**src/rtl/fixed_point_pkg.sv**
```systemverilog
// fixed_point_pkg: shared sizing, saturation limits and FSM state for the signed fixed-point divider.
package fixed_point_pkg;
  localparam int FP_WIDTH = 16;
  localparam int FP_FRAC = 7;
  localparam int ITERS = FP_WIDTH + FP_FRAC + 1;
  localparam logic [FP_WIDTH-1:0] Q_MAX = {1'b0, {(FP_WIDTH-1){1'b1}}};
  localparam logic [FP_WIDTH-1:0] Q_MIN = {1'b1, {(FP_WIDTH-1){1'b0}}};
  typedef enum logic [1:0] {IDLE, CALC, FINISH} state_t;
endpackage

```
**src/rtl/fixed_point_div.sv**
```systemverilog
// fixed_point_div: signed fixed-point divider, restoring radix-2, one quotient bit per cycle, rounded and saturated.
module fixed_point_div
  import fixed_point_pkg::*;
#(
  parameter int WIDTH = FP_WIDTH,
  parameter int FRAC = FP_FRAC
) (
  input  logic             clk,
  input  logic             rst,
  input  logic             start,
  input  logic [WIDTH-1:0] dividend,
  input  logic [WIDTH-1:0] divisor,
  output logic             busy,
  output logic             done,
  output logic [WIDTH-1:0] result,
  output logic             overflow_flag,
  output logic             div_by_zero
);
  localparam int NUM_W = WIDTH + FRAC + 1;
  localparam int CNT_W = $clog2(NUM_W + 1);
  state_t state_q, state_d;
  logic [CNT_W-1:0] cnt_q, cnt_d;
  logic [NUM_W-1:0] num_q, num_d, mag;
  logic [WIDTH:0] den_q, den_d, trial;
  logic [WIDTH-1:0] rem_q, rem_d, res_q, res_d, dvd_abs, dvs_abs, mag_neg;
  logic sign_q, sign_d, dvd_neg_q, dvd_neg_d;
  logic done_q, done_d, ovf_q, ovf_d, dbz_q, dbz_d;
  logic q_bit, ovf, dbz;
  always_comb begin
    dvd_abs = dividend[WIDTH-1] ? -dividend : dividend;
    dvs_abs = divisor[WIDTH-1] ? -divisor : divisor;
    // num_q shifts the numerator out MSB-first while quotient bits shift in at the LSB
    trial = {rem_q, num_q[NUM_W-1]};
    q_bit = trial >= den_q;
    mag = (num_q >> 1) + NUM_W'(num_q[0]);
    mag_neg = -mag[WIDTH-1:0];
    ovf = sign_q ? (mag > NUM_W'(Q_MIN)) : (mag > NUM_W'(Q_MAX));
    dbz = den_q == '0;
    state_d = state_q;
    cnt_d = cnt_q;
    num_d = num_q;
    den_d = den_q;
    rem_d = rem_q;
    sign_d = sign_q;
    dvd_neg_d = dvd_neg_q;
    res_d = res_q;
    ovf_d = ovf_q;
    dbz_d = dbz_q;
    done_d = 1'b0;
    if (state_q == IDLE && start) begin
      state_d = CALC;
      cnt_d = '0;
      num_d = {dvd_abs, {(FRAC+1){1'b0}}};
      den_d = {1'b0, dvs_abs};
      rem_d = '0;
      sign_d = dividend[WIDTH-1] ^ divisor[WIDTH-1];
      dvd_neg_d = dividend[WIDTH-1];
    end
    if (state_q == CALC) begin
      if (cnt_q == CNT_W'(ITERS)) state_d = FINISH;
      else begin
        cnt_d = cnt_q + CNT_W'(1);
        rem_d = q_bit ? WIDTH'(trial - den_q) : trial[WIDTH-1:0];
        num_d = {num_q[NUM_W-2:0], q_bit};
      end
    end
    if (state_q == FINISH) begin
      state_d = IDLE;
      done_d = 1'b1;
      dbz_d = dbz;
      ovf_d = !dbz && ovf;
      res_d = dbz ? (dvd_neg_q ? Q_MIN : Q_MAX) :
              ovf ? (sign_q ? Q_MIN : Q_MAX) :
              sign_q ? mag_neg : mag[WIDTH-1:0];
    end
  end
  always_ff @(posedge clk) begin
    if (rst) begin
      state_q <= IDLE;
      cnt_q <= '0;
      num_q <= '0;
      den_q <= '0;
      rem_q <= '0;
      sign_q <= 1'b0;
      dvd_neg_q <= 1'b0;
      res_q <= '0;
      ovf_q <= 1'b0;
      dbz_q <= 1'b0;
      done_q <= 1'b0;
    end else begin
      state_q <= state_d;
      cnt_q <= cnt_d;
      num_q <= num_d;
      den_q <= den_d;
      rem_q <= rem_d;
      sign_q <= sign_d;
      dvd_neg_q <= dvd_neg_d;
      res_q <= res_d;
      ovf_q <= ovf_d;
      dbz_q <= dbz_d;
      done_q <= done_d;
    end
  end
  assign busy = state_q != IDLE;
  assign done = done_q;
  assign result = res_q;
  assign overflow_flag = ovf_q;
  assign div_by_zero = dbz_q;
endmodule

```
**config.mk**
```make
export PLATFORM = sky130hd
export DESIGN_NAME = fixed_point_div
export DESIGN_NICKNAME = d
export VERILOG_FILES = /design/src/rtl/fixed_point_pkg.sv /design/src/rtl/fixed_point_div.sv
export SDC_FILE = /design/constraint.sdc
export NUM_CORES = 1
export LEC_CHECK = 0
export ABC_AREA = 1
export CELL_PAD_IN_SITES_DETAIL_PLACEMENT = 2
export CELL_PAD_IN_SITES_GLOBAL_PLACEMENT = 2
export CORE_ASPECT_RATIO = 0.6
export CORE_UTILIZATION = 32
export CTS_CLUSTER_SIZE = 40
export DETAILED_ROUTE_END_ITERATION = 12
export HOLD_SLACK_MARGIN = 0.1
export PLACE_DENSITY = 0.87
export REMOVE_ABC_BUFFERS = 1
export SLEW_MARGIN = 0
export SYNTH_ARGS = -nofsm -noshare
export SYNTH_HDL_FRONTEND = slang
export SYNTH_SLANG_ARGS = --single-unit
```
**constraint.sdc**
```tcl
create_clock -name clk -period 3.1 [get_ports clk]
set_input_delay 0.62 -clock clk [delete_from_list [all_inputs] [get_ports clk]]
set_output_delay 0.62 -clock clk [all_outputs]
set_load 0.05 [all_outputs]
```
### Word-level counts from Yosys, hierarchy flattened

Cells that the tools add are included.

* bitwise operators: 1
* equal/unequal tests: 3
* reductions and logical operators: 7
* $lt $le $gt $ge: 3
* muxes and demuxes: 22
* $add $sub $neg: 6
* shift-type cells: 0
* multipliers: 0
* div/mod/pow operators: 0

Operator list (number)
* 16-bit 2-to-1 mux: 11
* 24-bit 2-to-1 mux: 3
* 16-bit negation: 3
* 23-bit by 1-bit adder with 24-bit output: 1
* 24-bit by 15-bit greater-than comparator with 1-bit output (second input constant): 1
* 24-bit by 16-bit greater-than comparator with 1-bit output (second input constant): 1
* 17-bit by 16-bit >= comparator with 1-bit output: 1
* 17-bit zero test: 1
* 16-bit subtractor: 1
* 5-bit 2-to-1 mux: 3
* 2-bit 2-to-1 mux: 3
* 5-bit by 1-bit adder with 5-bit output (second input constant): 1
* 5-bit equality test (second input constant): 1
* 2-bit by 1-bit equality test with 1-bit output (second input constant): 1
* 2-bit equality test (second input constant): 1
* 1-bit logical AND: 2
* 2-bit zero test: 1
* 1-bit 2-to-1 mux: 2
* 2-bit nonzero test: 1
* 2-bit OR reduction: 1
* 1-bit zero test: 1
* 1-bit bitwise XOR: 1

* ROM bits: 0
* bits in writable memories: 0
* bits in registers: 84
* bits in latches: 0
* memories kept: 0

### Depth between registers and ports, before layout

Gate-level depths: netlist of run 1.

* depth after elaboration: 5
* depth in mapped cells: 19
* depth with buffers taken out: 18

### Worst setup path before layout of run 1

No wires, ideal clock.

* path kind: flip-flop to flip-flop
* start point: reg num_q[0]
* end point: reg res_q[9], in the netlist result[9]
* clock period less this slack: 2.249 ns
* arrival: 2.189 ns
* buffers on the path: 1
* stages on the path, launching flop included: 17
* setup slack: 0.851 ns
* path through: dfxtp_1 ha_1 ha_1 inv_1 ha_1 a21boi_1 nand3_1 nor2_2 nand2_2 nor2_4 nand4_1 nand2_2 nand2_2 buf_6 o21ai_2 nand2_1 nand2_1

* cells in the longest elaborated chain, start to end: 5

Ends and longest elaborated chain
* start: declaration: line fixed_point_div.sv:23 `logic [NUM_W-1:0] num_q, num_d, mag;`
* start signal: assignment: line fixed_point_div.sv:93 `num_q <= num_d;`
* 23-bit by 1-bit adder with 24-bit output (*): line fixed_point_div.sv:35 `mag = (num_q >> 1) + NUM_W'(num_q[0]);`
* 24-bit by 15-bit greater-than comparator with 1-bit output, or another cell as far along: line fixed_point_div.sv:37 `ovf = sign_q ? (mag > NUM_W'(Q_MIN)) : (mag > NUM_W'(Q_MAX));`
* 1-bit 2-to-1 mux or 16-bit 2-to-1 mux (tied branches): line fixed_point_div.sv:37, fixed_point_div.sv:74
* 16-bit 2-to-1 mux (*): line fixed_point_div.sv:73 `ovf ? (sign_q ? Q_MIN : Q_MAX) :`
* 16-bit 2-to-1 mux (*): line fixed_point_div.sv:72 `res_d = dbz ? (dvd_neg_q ? Q_MIN : Q_MAX) :`
* end signal: assignment: line fixed_point_div.sv:98 `res_q <= res_d;`
* end: declaration: line fixed_point_div.sv:25 `logic [WIDTH-1:0] rem_q, rem_d, res_q, res_d, dvd_abs, dvs_abs, mag_neg;`

Mark *: on every way between the ends. The rest lies on a longest branch, timed or not.
A chain may end at the register's enable or synchronous reset.

### Worst setup path in the final report of run 1

* start point: reg num_q[1]
* end point: reg res_q[0], in the netlist result[0]

The elaborated chain is that of the path after synthesis.

==> run_results.csv, run 1 <==
group,metric,value,unit
status,outcome,"finished, violations left",
status,failed_checks,"DRC",
cts,cts_buffers,9,
worst_hold_path,hp-class,"register to register",
layout,final_cells,1244,
floorplan,ios,55,
route,vias,6573,
sta,hold_ws,467,ps
critical_path,reg2reg_from,"num_q[1]$_SDFF_PP0_",
worst_hold_path,min_from,"overflow_flag$_SDFFE_PP0P_",
global_route,grt_max_degree,47,
layout,drive_above_1_share,7.67,%
power_and_ir_drop,p_leak,0.00320,µW
critical_path,ff2ff_path_depth,15,
logic_synthesis,seq_area_frac_synth,27.7,%
critical_path,path_max_fanout,15,
sta,fin_crit,2910,ps
logic_synthesis,syn_area,0.00608,mm²
global_route,grt.total_usage,24.2,%
sta,period_share,94.0,%
layout,multi_input_area,0.00380,mm²
route,routed_via_density,5.28,
place,dpl_cell_area,0.00689,mm²
global_route,grt_pass1_wl,37400,µm
critical_path,crit_type,"register to register",
logic_synthesis,async_reset_ff_share,0,%
power_and_ir_drop,power,3810,µW
cts,clk_pin_slew_worst_paths,60,ps
worst_hold_path,hold_end,"overflow_flag$_SDFFE_PP0P_",
cts,cts_tree,"built",
layout,area_growth,18.8,%
global_route,grt_pass1_vias,6914,
place,placedCellCount,1229,
flow_run,max_cap_violations,0,
power_and_ir_drop,p_per_area,527,mW/mm²
sta,slew_violations,0,
sta,relSlewSlack,43.6,%
global_route,antenna_found_initial,0,
route,drt-initial-drc-count,359,
route,postRouteAntennaNets,0,
logic_synthesis,synthCells,954,
cts,cts_max_level,3,
logic_synthesis,synth_edf_count,0,
power_and_ir_drop,peakVddDrop,0.280,mV
worst_hold_path,hold_depth,2,
cts,cts_root_buf,"clkbuf_16",
route,drc,4,
cts,cts_sinks,84,
logic_synthesis,ys_types,45,
logic_synthesis,ys.flop_type,"dfxtp_1",
sta,max_freq,0.343,GHz
floorplan,die-area,0.0196,mm²
layout,stdcell_area,0.00722,mm²
logic_synthesis,yosysWarnings,0,
floorplan,row_count,38,
place,port_buffers,54,
logic_synthesis,syn-mean-instance-area,6.37,µm²
logic_synthesis,synth_seq_cells,84,
global_route,grt_overflow,0,
critical_path,crit_path_end_kind,"register",
floorplan,die_w,180,µm
sta,tightest_slew,838,ps
critical_path,ff2ff_setup_slack,190,ps
sta,setup_viol,0,
route,wire_per_inst,18.7,µm
floorplan,start_util,33.1,%
place,gp_congestion,0.807,
layout,nets,1061,
layout,insertedDiodeCount,0,
route,drtPass1Iterations,8,
sta,grt_setup_unrepaired,"false",
cts,insertion_delay,360,ps
sta,fin_skew,16.5,ps
critical_path,r2r-end,"result[0]$_SDFFE_PP0P_",
route,wirelength,23300,µm
place,dp_hpwl,17900,µm
layout,fillers,2217,
critical_path,startpoint_type,"register",
critical_path,arrival,3150,ps
logic_synthesis,synth_area_leaders,"dfxtp_1 28%, nand2_1 14%, inv_1 7.3%, a21oi_1 5.8%, nand3_1 5.6%",
critical_path,critical_path_required,3340,ps
floorplan,core,0.0184,mm²
logic_synthesis,synth_top_area_cell,"dfxtp_1",
floorplan,fp.dieH,109,µm
layout,register_area,0.00168,mm²
sta,finalHoldViolations,0,
logic_synthesis,synth_top_area_share,27.7,%
cts,clk_path_buf_depth,2,
power breakdown:
group | total [µW] | leakage (µW) | internal, µW | switching, µW
registers | 1250 | 0.000686 | 1160 | 89.5
clock network | 1180 | 0.000151 | 697 | 485
logic | 1370 | 0.00236 | 471 | 903
worst max-delay path: stages (launching register included):
cell and delay, ps:
dfxtp_1 380, ha_1 210, ha_2 290, nand2_1 170
nor2_4 280, buf_4 180, nand4_1 110, xor2_1 160
nor2_1 110, nand3_2 120, nor2_8 180, nand2_4 100
nand2_4 220, o21ai_0 130, nand2_1 90, nand2_1 60
logic make-up after synthesis:
kind of cell | after synthesis | share of synthesized area [%]
XOR/XNOR | 37 | 5.33
flip-flops | 84 | 27.7
buffers and inverters | 158 | 10.2
AO/OA/AOI/OAI | 186 | 17.6
AND/OR/NAND/NOR | 464 | 33.9
adder cells (fa/ha/maj) | 25 | 5.27
how the worst max path moves through the flow:
stage | end | cells past startpoint | slack [ps] | start
finish | result[0]$_SDFFE_PP0P_ | 15 | 190 | num_q[1]$_SDFF_PP0_
global route | result[1]$_SDFFE_PP0P_ | 15 | 0.03 | num_q[1]$_SDFF_PP0_
floorplan | rem_q[15]$_SDFF_PP0_ | 10 | -650 | cnt_q[0]$_SDFF_PP0_
global placement | den_q[12]$_SDFFE_PP0P_ | 13 | 320 | divisor[0]
CTS | result[15]$_SDFFE_PP0P_ | 16 | 30 | num_q[1]$_SDFF_PP0_
detailed placement | den_q[12]$_SDFFE_PP0P_ | 13 | 130 | divisor[0]
area by class of cell:
| cell class | count | area share [%] |
|---|---|---|
| Timing Repair Buffer | 73 | 9.46 |
| Tap cell | 240 | 4.16 |
| Clock buffer | 9 | 3.12 |
| Sequential cell | 84 | 23.3 |
| Inverter | 121 | 6.29 |
| Clock inverter | 5 | 1.09 |
| Multi-Input combinational cell | 712 | 52.6 |
sequential cells by signal, summed over array words and instances, names as in the netlist:
| signal | count |
|---|---|
| den_q | 16 |
| state_q | 2 |
| overflow_flag | 1 |
| div_by_zero | 1 |
| cnt_q | 5 |
| result | 16 |
| rem_q | 16 |
| num_q | 24 |
| done | 1 |
| sign_q | 1 |
| dvd_neg_q | 1 |
what timing repair did:
item | CTS | global route
buffers inserted | 0 | 1
setup endpoints to repair | 0 | 17
hold buffers | 0 | 0
resized for setup | 0 | 4
stage by stage:
step	TNS [ps]	setup WS (ps)	util [%]
3_5_place_dp	0	131	37.5
3_3_place_gp	0	321	37.5
6_report	0	186	39.4
4_1_cts	0	25.3	39.2
2_1_floorplan	-12400	-651	-
5_1_grt	0	0.0295	39.4
metal layers:
metal	wire, µm	global-route usage [%]
met4	178	4.00
met5	0	0
met1	12000	34.4
met3	881	3.77
met2	10300	39.2
layout by cell type, fill, tap and decap left out, types with 2 or more instances in the layout:
| master | instances |
|---|---|
| nand2_1 | 234 |
| inv_1 | 118 |
| dfxtp_1 | 84 |
| nor2_1 | 83 |
| a21oi_1 | 70 |
| o21ai_0 | 68 |
| nand3_1 | 67 |
| clkdlybuf4s50_1 | 54 |
| nor3_1 | 23 |
| xor2_1 | 23 |
| ha_1 | 23 |
| buf_4 | 19 |
| nand4_1 | 17 |
| xnor2_1 | 13 |
| o21ai_2 | 10 |
| clkbuf_16 | 9 |
| nand2_2 | 8 |
| a211oi_1 | 7 |
| nor2_2 | 7 |
| nand3b_1 | 6 |
| nor2_4 | 6 |
| o221ai_1 | 6 |
| a221oi_1 | 6 |
| a31oi_1 | 4 |
| a21o_1 | 3 |
| nor4_1 | 3 |
| nand3_2 | 3 |
| nand2_4 | 3 |
| or2_2 | 3 |
| o22ai_1 | 3 |
| clkinv_1 | 2 |
| o211ai_1 | 2 |
| clkinv_2 | 2 |
| bufinv_16 | 2 |
synth_stat cells (all sizes together) (4+ instances only):
library cell    n
nand2         245
inv           119
nor2           97
dfxtp          84
o21ai          79
a21oi          70
nand3          70
clkbuf         28
ha             24
xor2           24
nor3           23
nand4          17
xnor2          13
buf             9
a211oi          7
a221oi          6
nand3b          6
o221ai          6
a31oi           4
No activity file was read; power rests on OpenSTA's default activity.
==> inputs of run 2 (changes only) <==
SKIP_LAST_GASP = 1   (was default)
==> results of run 2 <==
Same layout as run 1: the final DEF is identical, and so are final timing and power.
==> inputs of run 3 (changes only) <==
CTS_CLUSTER_DIAMETER = 200   (was default)
==> results of run 3 <==
Same layout as run 1: the final DEF is identical, and so are final timing and power.
